### config.mk
export PLATFORM = sky130hd
export DESIGN_NAME = alu_issue
export DESIGN_NICKNAME = d
export VERILOG_FILES = /design/src/rtl/alu_pkg.sv /design/src/rtl/alu_decode.sv /design/src/rtl/alu_issue.sv
export SDC_FILE = /design/constraint.sdc
export NUM_CORES = 1
export LEC_CHECK = 0
export CORE_MARGIN = 10
export CORE_UTILIZATION = 35
export DETAILED_ROUTE_END_ITERATION = 8
export SLEW_MARGIN = 20
export SYNTH_ARGS = -nofsm -noshare
export SYNTH_HDL_FRONTEND = slang
export SYNTH_SLANG_ARGS = --single-unit
### constraint.sdc
create_clock -name CLK -period 2.5 [get_ports CLK]
set_input_delay 0.375 -clock CLK [delete_from_list [all_inputs] [get_ports CLK]]
set_output_delay 0.375 -clock CLK [all_outputs]
set_load 0.02 [all_outputs]
### src/rtl/alu_pkg.sv
// alu_pkg: shared types and constants for the ALU issue slice.
//   ALU_XLEN   - datapath width carried in alu_cmd_t
//   alu_op_t   - 4-bit ALU opcode encoding
//   RV_*       - RV32 major opcodes handled by the decoder
//   F3_*/F7_*  - funct3 / funct7 field values
//   alu_cmd_t  - decoded ALU command {opcode, op1, op2, rd, illegal}
package alu_pkg;

    localparam int ALU_XLEN = 32;

    typedef enum logic [3:0] {
        ALU_ADD  = 4'b0000,
        ALU_SUB  = 4'b0001,
        ALU_SLT  = 4'b0010,
        ALU_SLTU = 4'b0011,
        ALU_AND  = 4'b0100,
        ALU_OR   = 4'b0101,
        ALU_XOR  = 4'b0110,
        ALU_SLL  = 4'b0111,
        ALU_SRL  = 4'b1000,
        ALU_SRA  = 4'b1001
    } alu_op_t;

    localparam logic [6:0] RV_OP     = 7'b0110011;
    localparam logic [6:0] RV_OP_IMM = 7'b0010011;
    localparam logic [6:0] RV_LUI    = 7'b0110111;
    localparam logic [6:0] RV_AUIPC  = 7'b0010111;

    localparam logic [2:0] F3_ADD_SUB = 3'b000;
    localparam logic [2:0] F3_SLL     = 3'b001;
    localparam logic [2:0] F3_SLT     = 3'b010;
    localparam logic [2:0] F3_SLTU    = 3'b011;
    localparam logic [2:0] F3_XOR     = 3'b100;
    localparam logic [2:0] F3_SRL_SRA = 3'b101;
    localparam logic [2:0] F3_OR      = 3'b110;
    localparam logic [2:0] F3_AND     = 3'b111;

    localparam logic [6:0] F7_BASE = 7'b0000000;
    localparam logic [6:0] F7_ALT  = 7'b0100000;

    typedef struct packed {
        alu_op_t               opcode;
        logic [ALU_XLEN-1:0]   op1;
        logic [ALU_XLEN-1:0]   op2;
        logic [4:0]            rd;
        logic                  illegal;
    } alu_cmd_t;

endpackage

### src/rtl/alu_decode.sv
// alu_decode: combinational RV32I OP / OP-IMM / LUI / AUIPC decoder.
//   instr - instruction word
//   pc    - instruction PC (AUIPC operand)
//   rs1   - rs1 register value
//   rs2   - rs2 register value
//   cmd   - decoded ALU command; illegal forces ADD with zero operands
module alu_decode
    import alu_pkg::*;
(
    input  logic [31:0]         instr,
    input  logic [ALU_XLEN-1:0] pc,
    input  logic [ALU_XLEN-1:0] rs1,
    input  logic [ALU_XLEN-1:0] rs2,
    output alu_cmd_t            cmd
);

    logic [6:0] major;
    logic [2:0] f3;
    logic [6:0] f7;
    logic       bad;
    logic [ALU_XLEN-1:0] imm_i;
    logic [ALU_XLEN-1:0] imm_u;
    logic [ALU_XLEN-1:0] shamt;
    logic       unused_rs1_idx;

    assign major = instr[6:0];
    assign f3    = instr[14:12];
    assign f7    = instr[31:25];
    assign imm_i = {{(ALU_XLEN-12){instr[31]}}, instr[31:20]};
    assign imm_u = {instr[31:12], 12'b0};
    assign shamt = {{(ALU_XLEN-5){1'b0}}, instr[24:20]};

    // Register indices arrive already resolved as rs1/rs2 values.
    assign unused_rs1_idx = ^instr[19:15];

    always_comb begin
        bad        = 1'b0;
        cmd        = '0;
        cmd.opcode = ALU_ADD;
        cmd.rd     = instr[11:7];

        case (major)
            RV_OP: begin
                cmd.op1 = rs1;
                cmd.op2 = rs2;
                case (f3)
                    F3_ADD_SUB: begin
                        if (f7 == F7_BASE)     cmd.opcode = ALU_ADD;
                        else if (f7 == F7_ALT) cmd.opcode = ALU_SUB;
                        else                   bad = 1'b1;
                    end
                    F3_SRL_SRA: begin
                        if (f7 == F7_BASE)     cmd.opcode = ALU_SRL;
                        else if (f7 == F7_ALT) cmd.opcode = ALU_SRA;
                        else                   bad = 1'b1;
                    end
                    F3_SLL:  cmd.opcode = ALU_SLL;
                    F3_SLT:  cmd.opcode = ALU_SLT;
                    F3_SLTU: cmd.opcode = ALU_SLTU;
                    F3_XOR:  cmd.opcode = ALU_XOR;
                    F3_OR:   cmd.opcode = ALU_OR;
                    F3_AND:  cmd.opcode = ALU_AND;
                    default: bad = 1'b1;
                endcase
                // Only ADD/SUB and SRL/SRA accept the alternate funct7.
                if ((f3 != F3_ADD_SUB) && (f3 != F3_SRL_SRA) && (f7 != F7_BASE))
                    bad = 1'b1;
            end
            RV_OP_IMM: begin
                cmd.op1 = rs1;
                cmd.op2 = imm_i;
                case (f3)
                    F3_ADD_SUB: cmd.opcode = ALU_ADD;
                    F3_SLT:     cmd.opcode = ALU_SLT;
                    F3_SLTU:    cmd.opcode = ALU_SLTU;
                    F3_XOR:     cmd.opcode = ALU_XOR;
                    F3_OR:      cmd.opcode = ALU_OR;
                    F3_AND:     cmd.opcode = ALU_AND;
                    F3_SLL: begin
                        cmd.opcode = ALU_SLL;
                        cmd.op2    = shamt;
                        if (f7 != F7_BASE) bad = 1'b1;
                    end
                    F3_SRL_SRA: begin
                        cmd.op2 = shamt;
                        if (f7 == F7_BASE)     cmd.opcode = ALU_SRL;
                        else if (f7 == F7_ALT) cmd.opcode = ALU_SRA;
                        else                   bad = 1'b1;
                    end
                    default: bad = 1'b1;
                endcase
            end
            RV_LUI: begin
                cmd.op1 = '0;
                cmd.op2 = imm_u;
            end
            RV_AUIPC: begin
                cmd.op1 = pc;
                cmd.op2 = imm_u;
            end
            default: bad = 1'b1;
        endcase

        if (bad) begin
            cmd.opcode = ALU_ADD;
            cmd.op1    = '0;
            cmd.op2    = '0;
        end
        cmd.illegal = bad;
    end

endmodule

### src/rtl/alu_issue.sv
// alu_issue: execute-entry stage; decodes a slot packet and issues the ALU
// command through a 2-entry skid buffer (output register + skid entry).
//   CLK, RST_N              - clock, async active-low reset
//   in_valid / in_ready     - input handshake (in_ready is registered)
//   in_instr/pc/rs1/rs2     - decoded-slot packet
//   out_valid / out_ready   - ALU command handshake
//   out_opcode/op1/op2/rd   - ALU command fields
//   out_illegal             - instruction outside the supported subset
//
// state     | meaning
// BUF_EMPTY | no command held, output register invalid
// BUF_ONE   | output register holds a command, skid entry empty
// BUF_FULL  | output register and skid entry both hold commands
module alu_issue
    import alu_pkg::*;
#(
    parameter int XLEN = ALU_XLEN
) (
    input  logic            CLK,
    input  logic            RST_N,
    input  logic            in_valid,
    output logic            in_ready,
    input  logic [31:0]     in_instr,
    input  logic [XLEN-1:0] in_pc,
    input  logic [XLEN-1:0] in_rs1,
    input  logic [XLEN-1:0] in_rs2,
    output logic            out_valid,
    input  logic            out_ready,
    output logic [3:0]      out_opcode,
    output logic [XLEN-1:0] out_op1,
    output logic [XLEN-1:0] out_op2,
    output logic [4:0]      out_rd,
    output logic            out_illegal
);

    typedef enum logic [1:0] {
        BUF_EMPTY = 2'd0,
        BUF_ONE   = 2'd1,
        BUF_FULL  = 2'd2
    } buf_state_t;

    buf_state_t state;
    alu_cmd_t   dec_cmd;
    alu_cmd_t   out_cmd;
    alu_cmd_t   skid_cmd;
    logic       in_acc;
    logic       out_acc;

    alu_decode u_decode (
        .instr (in_instr),
        .pc    (in_pc),
        .rs1   (in_rs1),
        .rs2   (in_rs2),
        .cmd   (dec_cmd)
    );

    assign in_acc  = in_valid & in_ready;
    assign out_acc = out_valid & out_ready;

    always_ff @(posedge CLK or negedge RST_N) begin
        if (!RST_N) begin
            state     <= BUF_EMPTY;
            in_ready  <= 1'b0;
            out_valid <= 1'b0;
            out_cmd   <= '0;
            skid_cmd  <= '0;
        end else begin
            case (state)
                BUF_EMPTY: begin
                    // Also the path that raises in_ready after reset release.
                    in_ready <= 1'b1;
                    if (in_acc) begin
                        out_cmd   <= dec_cmd;
                        out_valid <= 1'b1;
                        state     <= BUF_ONE;
                    end
                end
                BUF_ONE: begin
                    if (in_acc && out_acc) begin
                        out_cmd <= dec_cmd;
                    end else if (in_acc) begin
                        // Output stalled: park the new command in the skid entry.
                        skid_cmd <= dec_cmd;
                        in_ready <= 1'b0;
                        state    <= BUF_FULL;
                    end else if (out_acc) begin
                        out_valid <= 1'b0;
                        state     <= BUF_EMPTY;
                    end
                end
                BUF_FULL: begin
                    if (out_acc) begin
                        out_cmd  <= skid_cmd;
                        in_ready <= 1'b1;
                        state    <= BUF_ONE;
                    end
                end
                default: begin
                    state     <= BUF_EMPTY;
                    in_ready  <= 1'b0;
                    out_valid <= 1'b0;
                end
            endcase
        end
    end

    assign out_opcode  = out_cmd.opcode;
    assign out_op1     = out_cmd.op1;
    assign out_op2     = out_cmd.op2;
    assign out_rd      = out_cmd.rd;
    assign out_illegal = out_cmd.illegal;

endmodule

# [Word level (Yosys, flattened, before mapping)]
# Cells that the tools add are included.
[word_totals] register_bits=152 inputBits=132 output_inout_bits=76 elab_cells=93
[op_classes] n_eq_ne=23 muxes=36 n_bitwise=4 n_reduce_logical=17
[ops] op="$pmux 64 s4" n=1
[ops] op="$mux 74" n=3
[ops] op="$pmux 74 s3" n=1
[ops] op="$mux 68" n=1
[ops] op="$pmux 4 s8" n=2
[ops] op="$mux 32" n=1
[ops] op="$eq 7x6->1 const B" n=3
[ops] op="$eq 7x5->1 const B" n=2
[ops] op="$ne 2x2->1 const B" n=7
[ops] op="$mux 1" n=13
[ops] op="$eq 3x3->1 const B" n=4
[ops] op="$mux 4" n=3
[ops] op="$mux 2" n=5
[ops] op="$pmux 1 s3" n=3
[ops] op="$pmux 4 s2" n=1
[ops] op="$reduce_and 4->1" n=2
[ops] op="$logic_not 7->1" n=1
[ops] op="$reduce_bool 7->1" n=1
[ops] op="$eq 3x2->1 const B" n=2
[ops] op="$ne 3x3->1 const B" n=2
[ops] op="$pmux 2 s3" n=1
[ops] op="$reduce_and 3->1" n=2
[ops] op="$reduce_bool 3->1" n=2
[ops] op="$reduce_or 2->1" n=3
[ops] op="other kinds (10)" n=14

# [Depth between registers and ports, before layout]
# Gate-level depths: netlist of run 1.
[logic_depth] word_depth=9 mapped_depth=7 mapped_depth_nobuf=4

# [Hierarchy]
# A second synthesis of run 1 with hierarchy kept.
[unflattened] hier_cells=689 area_unflattened_um2=8385.5
[by_module_without_submodules] mod="alu_issue" instances=1 cells_per_inst=419 area_each_um2=6810.3 seq_area_each_um2=3803.6
[by_module_without_submodules] mod="alu_decode" instances=1 cells_per_inst=270 area_each_um2=1575.3 seq_area_each_um2=0.0

# [Least setup slack after synthesis of run 1]
# OpenSTA, ideal clock, no wires.
[synth_path] kind="reg2reg" from="register out_valid" to="register out_cmd (netlist bit out_op1[21])" setup_ps=138 arrival_time_ps=1837 t_required_ps=2362 setup_slack_ps=525 stages_incl_launch_ff=7 path_buffers=2 period_less_slack_ps=1975 path_cell_list="dfrtp_1 -> a21boi_1 -> o21ai_0 -> clkbuf_1 -> clkbuf_1 -> mux2i_1 -> o41ai_1"
[synth_between] elab_chain_len=4 elab_cells_between_ends=5 classes_between="eq/ne: 2; bitwise: 1; reduce/logical: 2"
[synth_lines] item="start: declaration" line_no="alu_issue.sv:27" source="output logic out_valid,"
[synth_lines] item="start signal: assignment" line_no="alu_issue.sv:64" source="out_valid <= 1'b0;"
[synth_lines] item="start signal: assignment" line_no="alu_issue.sv:74" source="out_valid <= 1'b1;"
[synth_lines] item="start signal: assignment" line_no="alu_issue.sv:87" source="out_valid <= 1'b0;"
[synth_lines] item="$and 1x1->1 (*)" line_no="alu_issue.sv:58" source="assign out_acc = out_valid & out_ready;"
[synth_lines] item="$logic_and 1x1->1" line_no="alu_issue.sv:79" source="if (in_acc && out_acc) begin"
[synth_lines] item="$ne 2x2->1 (no line)"
[synth_lines] item="$reduce_and 4->1 (no line) (*)"
[synth_lines] item="end signal: assignment" line_no="alu_issue.sv:73" source="out_cmd <= dec_cmd;"
[synth_lines] item="end signal: assignment" line_no="alu_issue.sv:80" source="out_cmd <= dec_cmd;"
[synth_lines] item="end signal: assignment" line_no="alu_issue.sv:93" source="out_cmd <= skid_cmd;"
[synth_lines] item="end: declaration" line_no="alu_issue.sv:44" source="alu_cmd_t out_cmd;"
# Every way passes the cells marked *; elsewhere a longest branch is shown, timed or not.
# A chain may end at the register's enable or synchronous reset.

# [Worst setup path after layout of run 1]
[layout_path] from="input in_instr[26]" to="register out_cmd (netlist bit out_op1[12])"
[layout_between] elab_chain_len=9 elab_cells_between_ends=15 classes_between="eq/ne: 1; mux: 11; reduce/logical: 3"
[layout_lines] item="start: declaration" line_no="alu_issue.sv:23" source="input logic [31:0] in_instr,"
[layout_lines] item="$eq 7x6->1" line_no="alu_decode.sv:49, alu_decode.sv:54, alu_decode.sv:87"
[layout_lines] item="$mux 1" line_no="alu_decode.sv:49, alu_decode.sv:54, alu_decode.sv:87"
[layout_lines] item="$mux 1" line_no="alu_decode.sv:48" source="if (f7 == F7_BASE) cmd.opcode = ALU_ADD;"
[layout_lines] item="$mux 1"
[layout_lines] item="$mux 1" line_no="alu_decode.sv:66" source="if ((f3 != F3_ADD_SUB) && (f3 != F3_SRL_SRA) && (f7 != F7_BASE))"
[layout_lines] item="$pmux 1 s3 (*)" line_no="alu_decode.sv:42" source="case (major)"
[layout_lines] item="$mux 68 (*)" line_no="alu_decode.sv:104" source="if (bad) begin"
[layout_lines] item="$mux 74 (on tied branches)" line_no="alu_issue.sv:79, alu_issue.sv:72"
[layout_lines] item="$pmux 74 s3 (*)" line_no="alu_issue.sv:68" source="case (state)"
# Every way passes the cells marked *; elsewhere a longest branch is shown, timed or not. The select of a mux whose other input is x is not followed.

==> results.toml, run 1 <==
[sta]
setup_slack_ns = 0.337
finalCriticalPeriod_ns = 2.16
hold_viol = 0
tns_ns = 0
period_share_pct = 86.5
final_max_slew_viol_count = 0
fmax_mhz = 462
rsz0062_at_grt = "false"
hold_slack_ns = 0.468
finalSetupViolCount = 0
fin_skew_ns = 0.00818
relSlewSlack_pct = 58.1
worst_pin_slew_ns = 0.626

[synthesis]
yosysUniqueCellTypes = 45
async_flop_share_pct = 100
ys_ff_latch = 152
syn_avg_cell_area_sq_um = 10.3
synth_warnings = 0
synthCells = 754
synth.most_common_cell = "dfrtp_1"
synth-main-ff-cell = "dfrtp_1"
synth_area_sq_um = 7790
yosys.area.top_type = "dfrtp_1"
ys_top_cells_by_area = "dfrtp_1 49%, mux2i_1 9.3%, and2_1 7.0%"
synth_fp_nets = 886
yosysSeqAreaShare_pct = 48.8
synth_common_cells = "152 x dfrtp_1, 93 x nand2_1, 87 x and2_1, 72 x mux2i_1, 58 x o31ai_1"
synth_top_area_share_pct = 48.8
synth_edf_count = 0

[clock_tree]
post-cts-setup-buffers = 0
clk_latency_ns = 0.43
htree_levels = 4
tritoncts = "yes"
cts-buffers-inserted = 17
cts.clk_slew.worst_paths_ns = 0.07
root_buffer = "clkbuf_16"
clock-sinks = 152
cts.path.max_buffers = 2

[setup_path]
crit_type = "in -> reg"
path_delay_family = "compound AO/OA/AOI/OAI gates"
crit_path_start = "in_instr[26]"
path_max_fanout = 78
r2r-start = "state[1]$_DFFE_PN0P_"
endpoint_kind = "flop"
critPathSlowestCell = "or4_4"
path_cells = "clkdlybuf4s50_1 > or4_4 > a211oi_2 > o211ai_4 > buf_12 > o41ai_1"
crit_arrival_ns = 2.47
worst-path-buf-inv = 2
worstSetupStartpointType = "primary input"
slowest_delay_ns = 0.57
crit_required_ns = 2.81

[pwr]
finalPower_w = 0.00765
irDropWorstVdd_uv = 467
p_leak_nw = 4.57
powerDensity_nw_per_um2 = 696

[routing]
num_vias = 6455
vias_per_cell = 5.17
drc = 0
wire_per_inst_microns = 19.9
drtIter0Drc = 371
dr.pass1.iters = 6
detail-route-antenna-nets = 0
wl_mm = 24.9

[place]
gp_congestion = 0.857
io_buffers = 207
dpl.hpwl_mm = 17.7
dp_slack_ns = -0.0946

[floorplanning]
die_y_microns = 169
placement_rows = 54
initial_core_util_pct = 35.6
die_w_microns = 169
die_area_sq_um = 28600
pin_count = 208
core-area_sq_um = 21900

[grt]
grt_max_degree = 79
overflow = 0
antenna_found_initial = 0
grt_pass1_vias = 6596
grt_usage_pct = 17.0
grt_pass1_wl_mm = 38.7

[final_layout]
final_util_pct = 50.2
fillers = 2039
drive_gt1_share_pct = 12.4
fin_nets = 1087
syn_to_final_growth_pct = 41.2
n_antenna_cell = 0

[job]
maxCapViolCount = 0

[min_path]
min-delay-start = "skid_cmd[52]$_DFFE_PN0P_"
hp-class = "reg -> reg"

[status]
status = "finished, final reports clean"
-- logic make-up (layout without fill, tap and decap cells) --
group | after synthesis | after routing | synth area share, %
simple gates | 214 | 214 | 14.0
xor+xnor | 2 | 2 | 0.225
compound gates | 222 | 222 | 21.7
buf+inv | 81 | 295 | 4.42
mux | 83 | 83 | 10.8
flops | 152 | 152 | 48.8
-- worst paths after layout --
check	end	slack, ns	cells past startpoint
max in group asynchronous	out_op1[3]$_DFFE_PN0P_	1.19	3
worst min-delay path	skid_cmd[52]$_DFFE_PN0P_	0.47	2
min in group asynchronous	out_op2[18]$_DFFE_PN0P_	0.51	2
worst max register to register	out_op1[26]$_DFFE_PN0P_	0.44	5
worst max-delay path	out_op1[12]$_DFFE_PN0P_	0.34	6
worst min register to register	skid_cmd[52]$_DFFE_PN0P_	0.47	2
-- stage by stage --
stage          cells  instance area (sq um)
2_1_floorplan    754                   7790
3_3_place_gp    1215                  10400
3_5_place_dp    1215                  10400
4_1_cts         1248                  11000
5_1_grt         1248                  11000
6_report        1248                  11000
-- layout by cell type, fill, tap and decap left out, types with 4 or more instances in the layout --
| cell type | synthesis | routed |
|---|---|---|
| inv_8 | 0 | 4 |
| buf_4 | 0 | 34 |
| mux2_2 | 11 | 11 |
| inv_1 | 10 | 10 |
| inv_6 | 0 | 6 |
| mux2i_1 | 72 | 72 |
| o22ai_1 | 21 | 21 |
| nand2_1 | 93 | 92 |
| o41ai_1 | 29 | 29 |
| clkdlybuf4s50_1 | 0 | 206 |
| buf_12 | 0 | 10 |
| o21ai_1 | 28 | 28 |
| o31ai_1 | 58 | 58 |
| dfrtp_1 | 152 | 152 |
| o21ai_0 | 12 | 11 |
| clkbuf_16 | 0 | 17 |
| and2_1 | 87 | 87 |
| a21oi_1 | 8 | 8 |
| o31ai_2 | 17 | 17 |
| nor2b_1 | 7 | 5 |
| o41ai_2 | 4 | 4 |
| nor2_1 | 13 | 12 |
| a22oi_1 | 32 | 32 |
-- routing by layer --
metal | up-vias | global-route usage, % | wire, microns
met2 | 115 | 29.4 | 12800
met5 | - | 0 | 0
met3 | 19 | 3.73 | 1070
met4 | 0 | 4.58 | 300
li1 | 3167 | - | -
met1 | 3154 | 21.0 | 10700
-- worst min-delay path, cell delays in order, from the launching register on --
cell,delay [ns]
dfrtp_1,0.33
nand2_1,0.05
o31ai_1,0.05
-- flip-flops by register name (all words and copies together) (netlist names) --
signal,flops
out_op1,32
out_valid,1
in_ready,1
out_illegal,1
out_opcode,4
skid_cmd,74
state,2
out_rd,5
out_op2,32
-- power breakdown --
part | switching [W] | internal (W) | leakage [nW] | total [W]
clock | 0.00114 | 0.00137 | 0.284 | 0.00251
sequential | 0.000138 | 0.00265 | 2.08 | 0.00279
combinational | 0.00135 | 0.00100 | 2.21 | 0.00235
-- final cells by class --
cell class                      instances  area (sq um)  area share [%]
Sequential cell                       152          3800            34.6
Multi-Input combinational cell        521          3690            33.5
Clock inverter                         13           123            1.11
Tap cell                              280           350            3.19
Clock buffer                           19           453            4.12
Timing Repair Buffer                  252          2540            23.1
Inverter                               11          41.3           0.375
-- timing repair --
| item | in CTS | in global routing |
|---|---|---|
| endpoints found under the hold margin | 59 | 0 |
| resized for setup | 0 | 0 |
| hold buffers | 1 | 0 |
No activity file was read; power rests on OpenSTA's default activity.
==> run 2, diff against run 1 <==
--- a/config.mk
+++ b/config.mk
@@ -5,10 +5,11 @@
 export SDC_FILE = /design/constraint.sdc
 export NUM_CORES = 1
 export LEC_CHECK = 0
-export CORE_MARGIN = 10
+export ABC_AREA = 1
 export CORE_UTILIZATION = 35
 export DETAILED_ROUTE_END_ITERATION = 8
 export SLEW_MARGIN = 20
 export SYNTH_ARGS = -nofsm -noshare
 export SYNTH_HDL_FRONTEND = slang
 export SYNTH_SLANG_ARGS = --single-unit
+export TNS_END_PERCENT = 10
==> results.toml, run 2 <==
[final_layout]
largest_reg_flops = 74
layout_commonest_cell = "nand2_1"
final_cells = 1630
final_cell_mix = "522 x nand2_1, 206 x clkdlybuf4s50_1, 156 x nor2_1, 152 x dfrtp_1, 106 x nand3_1"
n_antenna_cell = 0
syn_to_final_growth_pct = 39.7
fin_nets = 1469
drive_gt1_share_pct = 6.00
stdcell_area_sq_um = 11100
regMostFlops = "skid_cmd"

[setup_path]
crit_required_ns = 2.82
path_max_fanout = 39
endpoint = "skid_cmd[9]$_DFFE_PN0P_"
regToRegSetupSlack_ns = 0.72
r2r_end = "in_ready$_DFFE_PN0P_"
r2r-start = "state[1]$_DFFE_PN0P_"
crit_path_start = "in_instr[4]"
worstSetupStartpointType = "primary input"
crit_type = "in -> reg"
endpoint_kind = "flop"
r2r_cells = 10
crit_arrival_ns = 2.36

[pwr]
irDropWorstVdd_uv = 477
powerDensity_nw_per_um2 = 946
p_leak_nw = 5.83

[grt]
grt_max_degree = 64
antenna_found_initial = 0
grt_usage_pct = 20.6
grt_pass1_vias = 7559
overflow = 0
grt_pass1_wl_mm = 38.5

[place]
place_area_sq_um = 10500
place_inst = 1597
io_buffers = 207
gp_congestion = 0.870
dpl.hpwl_mm = 16.0

[floorplanning]
initial_core_util_pct = 36.1
die_w_microns = 153
placement_rows = 54
die_area_sq_um = 23300
pin_count = 208
die_y_microns = 153
core-area_sq_um = 22000

[clock_tree]
htree_levels = 4
cts.path.max_buffers = 2
clk_latency_ns = 0.42
post-cts-setup-buffers = 0
cts.clk_slew.worst_paths_ns = 0.06
clock-sinks = 152
cts-buffers-inserted = 17
tritoncts = "yes"
root_buffer = "clkbuf_16"

[synthesis]
synth_area_sq_um = 7950
synth-xor-area-share_pct = 0.110
synth_compound_area_share_pct = 7.00
yosys.area.top_type = "dfrtp_1"
yosysUniqueCellTypes = 27
synth_top_area_share_pct = 47.8
synth_mux_area_share_pct = 0
synth_fa_ha_area_share_pct = 0
syn_avg_cell_area_sq_um = 6.90
async_flop_share_pct = 100
synth-main-ff-cell = "dfrtp_1"
synth_warnings = 0
synth.most_common_cell = "nand2_1"
synth_top_family_by_area = "simple AND/OR/NAND/NOR gates"
synth_edf_count = 0
synth_fp_nets = 1285
yosysSeqAreaShare_pct = 47.8
synthCells = 1153
ys_top_cells_by_area = "dfrtp_1 48%, nand2_1 25%, nor2_1 7.5%"
ys_ff_latch = 152
synth_common_cells = "523 x nand2_1, 158 x nor2_1, 152 x dfrtp_1, 106 x nand3_1, 57 x clkbuf_1"
synthSimpleGateAreaFrac_pct = 40.1

[sta]
hold_viol = 0
tns_ns = 0
relSlewSlack_pct = 57.6
fin_skew_ns = 0.0100
finalSetupViolCount = 0
finalCriticalPeriod_ns = 2.04
worst_pin_slew_ns = 0.636
rsz0062_at_grt = "false"
fmax_mhz = 489
period_share_pct = 81.7
final_max_slew_viol_count = 0
hold_slack_ns = 0.477

[routing]
drc = 2
drtIter0Drc = 495
wire_per_inst_microns = 14.2
detail-route-antenna-nets = 0
vias_per_cell = 4.76
dr.pass1.iters = 9
num_vias = 7753
wl_mm = 23.2

[status]
status = "finished with violations"
violations = "design-rule violations"

[min_path]
hp-class = "reg -> reg"

[job]
maxCapViolCount = 0
run 2: cells by family after synthesis:
group	count (synthesis)
buf+inv	97
xor+xnor	1
flops	152
compound gates	102
simple gates	801
run 2: power breakdown:
part	internal [W]	switching, W	total, W	leakage, nW
registers	0.00314	0.000396	0.00354	2.07
clock network	0.00141	0.00108	0.00248	0.266
logic	0.00192	0.00256	0.00448	3.49
run 2: stage by stage:
| step | setup slack (ns) | utilization (%) | power (W) |
|---|---|---|---|
| after floorplan | 0.813 | - | 0.00591 |
| after global placement | 0.0915 | 47.8 | 0.00807 |
| after detailed placement | 0.0442 | 47.8 | 0.00809 |
| after CTS | 0.461 | 50.4 | 0.0106 |
| after global routing | 0.322 | 50.4 | 0.0112 |
| final | 0.457 | 50.4 | 0.0105 |
run 2: worst min-delay path by stage:
stage                                      endpoint  slack [ns]  cells past startpoint                       from
after floorplan                in_ready$_DFFE_PN0P_        0.08                      0                      RST_N
after global placement       out_op1[2]$_DFFE_PN0P_        0.42                      1                      RST_N
after detailed placement     out_op1[1]$_DFFE_PN0P_        0.42                      1                      RST_N
after CTS                 out_opcode[2]$_DFFE_PN0P_        0.48                      2  out_opcode[2]$_DFFE_PN0P_
after global routing      out_opcode[2]$_DFFE_PN0P_        0.50                      2  out_opcode[2]$_DFFE_PN0P_
final                       out_op2[14]$_DFFE_PN0P_        0.48                      2    out_op2[14]$_DFFE_PN0P_
run 2: area by class of cell:
cell class / instances / area (sq um)
clock buffer: 19 / 443
clock inverter: 13 / 123
fill: 2191 / 10900
inverter: 23 / 88.8
multi-input combinational: 904 / 3790
sequential: 152 / 3800
tap: 280 / 350
timing repair buffer: 239 / 2500
run 2: routing by layer:
metal | routed length [microns] | up-vias | GRT usage (%) | share of wire [%]
met5 | 0 | - | 0 | 0
met4 | 484 | 0 | 7.12 | 2.1
met3 | 1170 | 28 | 4.29 | 5.0
met2 | 10600 | 207 | 32.8 | 46
met1 | 11000 | 3516 | 27.7 | 47
li1 | - | 4002 | - | -
run 2: critical path, cell delays in order:
cell	delay, ns
clkdlybuf4s50_1	0.53
inv_2	0.08
nor4_1	0.44
buf_4	0.19
nand2_1	0.08
nor2_4	0.15
buf_12	0.23
nand2_1	0.11
o21ai_0	0.18
run 2: timing repair:
item	4_1_cts	5_1_grt
endpoints found under the hold margin	31	0
gates resized for setup	0	0
hold buffers	1	0
==> run 3, diff against run 2 <==
==> constraint.sdc (replaced) <==
create_clock -name CLK -period 2.15 [get_ports CLK]
set_input_delay 0.3225 -clock CLK [delete_from_list [all_inputs] [get_ports CLK]]
set_output_delay 0.3225 -clock CLK [all_outputs]
set_load 0.02 [all_outputs]
==> results.toml, run 3 (same netlist as run 2, synthesis figures left out) <==
[pwr]
finalPower_w = 0.0123
powerDensity_nw_per_um2 = 1090
power_frac_seq_pct = 33.5
p_int_w = 0.00763
clkPwrFrac_pct = 23.6
switchingPower_w = 0.00471
swShare_pct = 38.2
p_leak_nw = 5.96
irDropWorstVdd_uv = 451
pwr-share-comb_pct = 42.9

[clock_tree]
cts.clk_slew.worst_paths_ns = 0.06
cts-buffers-inserted = 17
cts.path.max_buffers = 2
cts_resized = 0
htree_levels = 4
clk_latency_ns = 0.42
post-cts-setup-buffers = 0
root_buffer = "clkbuf_16"
clock-sinks = 152
postCtsHoldBufs = 1
tritoncts = "yes"

[final_layout]
n_antenna_cell = 0
fillers = 2189
fin_nets = 1491
final_cell_mix = "522 x nand2_1, 206 x clkdlybuf4s50_1, 156 x nor2_1, 152 x dfrtp_1, 106 x nand3_1"
largest_reg_flops = 74
syn_to_final_growth_pct = 42.3
drive_gt1_share_pct = 7.51
layout_commonest_cell = "nand2_1"
regMostFlops = "skid_cmd"
final_util_pct = 51.4
multi_input_area_sq_um = 3790
seqCellArea_sq_um = 3800

[setup_path]
crit_required_ns = 2.49
crit_type = "reg -> reg"
r2r-start = "state[0]$_DFFE_PN0P_"
worstSetupStartpointType = "flop"
crit_path_start = "state[0]$_DFFE_PN0P_"
endpoint_kind = "flop"
crit_arrival_ns = 2.26
path_max_fanout = 25

[floorplanning]
die_w_microns = 153
die_y_microns = 153
pin_count = 208
core-area_sq_um = 22000
initial_core_util_pct = 36.1
placement_rows = 54
die_area_sq_um = 23300

[status]
violations = "design-rule violations"
status = "finished with violations"

[routing]
wire_per_inst_microns = 14.3
drc = 2
drtIter0Drc = 478
vias_per_cell = 4.78
detail-route-antenna-nets = 0
num_vias = 7899
dr.pass1.iters = 9
wl_mm = 23.7

[min_path]
hp-class = "reg -> reg"
min-delay-start = "out_op2[25]$_DFFE_PN0P_"

[place]
gp_congestion = 0.877
io_buffers = 207
dp_slack_ns = -0.102
dpl.hpwl_mm = 16.4

[grt]
grt_max_degree = 100
grt_usage_pct = 21.2
overflow = 0
grt_pass1_wl_mm = 39.5
antenna_found_initial = 0
grt_pass1_vias = 7614

[sta]
relSlewSlack_pct = 52.0
period_share_pct = 89.1
rsz0062_at_grt = "false"
final_max_slew_viol_count = 0
fin_skew_ns = 0.00948
worst_pin_slew_ns = 0.721
finalCriticalPeriod_ns = 1.92
hold_viol = 0
setup_slack_ns = 0.234
fmax_mhz = 522
finalSetupViolCount = 0

[job]
maxCapViolCount = 0
run 3: layout make-up:
| type | instances | share of cell area [%] |
|---|---|---|
| Clock buffer | 20 | 4.04 |
| Clock inverter | 12 | 1.04 |
| Inverter | 23 | 0.785 |
| Multi-Input combinational cell | 904 | 33.5 |
| Sequential cell | 152 | 33.6 |
| Tap cell | 280 | 3.10 |
| Timing Repair Buffer | 261 | 23.9 |
run 3: worst paths after layout:
| kind | cells past startpoint | slack, ns | to |
|---|---|---|---|
| worst max-delay path | 7 | 0.23 | state[0]$_DFFE_PN0P_ |
| worst min-delay path | 2 | 0.48 | out_op2[25]$_DFFE_PN0P_ |
| worst max register to register | 7 | 0.23 | state[0]$_DFFE_PN0P_ |
| worst min register to register | 2 | 0.48 | out_op2[25]$_DFFE_PN0P_ |
| max in group asynchronous | 3 | 0.95 | skid_cmd[62]$_DFFE_PN0P_ |
| min in group asynchronous | 2 | 0.50 | out_op1[2]$_DFFE_PN0P_ |
run 3: per-layer routing:
layer  part of all wire (%)  global-route usage [%]
met1                     46                    28.5
met2                     46                    33.5
met3                    5.4                    4.98
met4                    2.4                    7.22
met5                      0                       0
run 3: per-stage QoR:
step           TNS (ns)  hold WS, ns  std cells  cell area [sq um]
2_1_floorplan         0       0.0269       1153               7950
3_3_place_gp    -0.0319        0.405       1619              10700
3_5_place_dp      -3.21        0.416       1619              10700
4_1_cts               0        0.473       1652              11300
5_1_grt               0        0.498       1652              11300
6_report              0        0.481       1652              11300
run 3: power by group through the flow:
stage	Combinational [W]	Sequential (W)	Clock, W
6_report	0.00530	0.00414	0.00291
4_1_cts	0.00536	0.00414	0.00300
2_1_floorplan	0.00187	0.00500	0
5_1_grt	0.00582	0.00424	0.00313
3_5_place_dp	0.00534	0.00417	0
3_3_place_gp	0.00532	0.00417	0
run 3: worst max-delay path, cell delays in order (launching register included):
cell and delay, ns:
dfrtp_1 0.42, nor2_2 0.44, inv_4 0.23, buf_4 0.27
nor2_1 0.16, a21oi_1 0.08, nand2_1 0.10, xor2_1 0.14
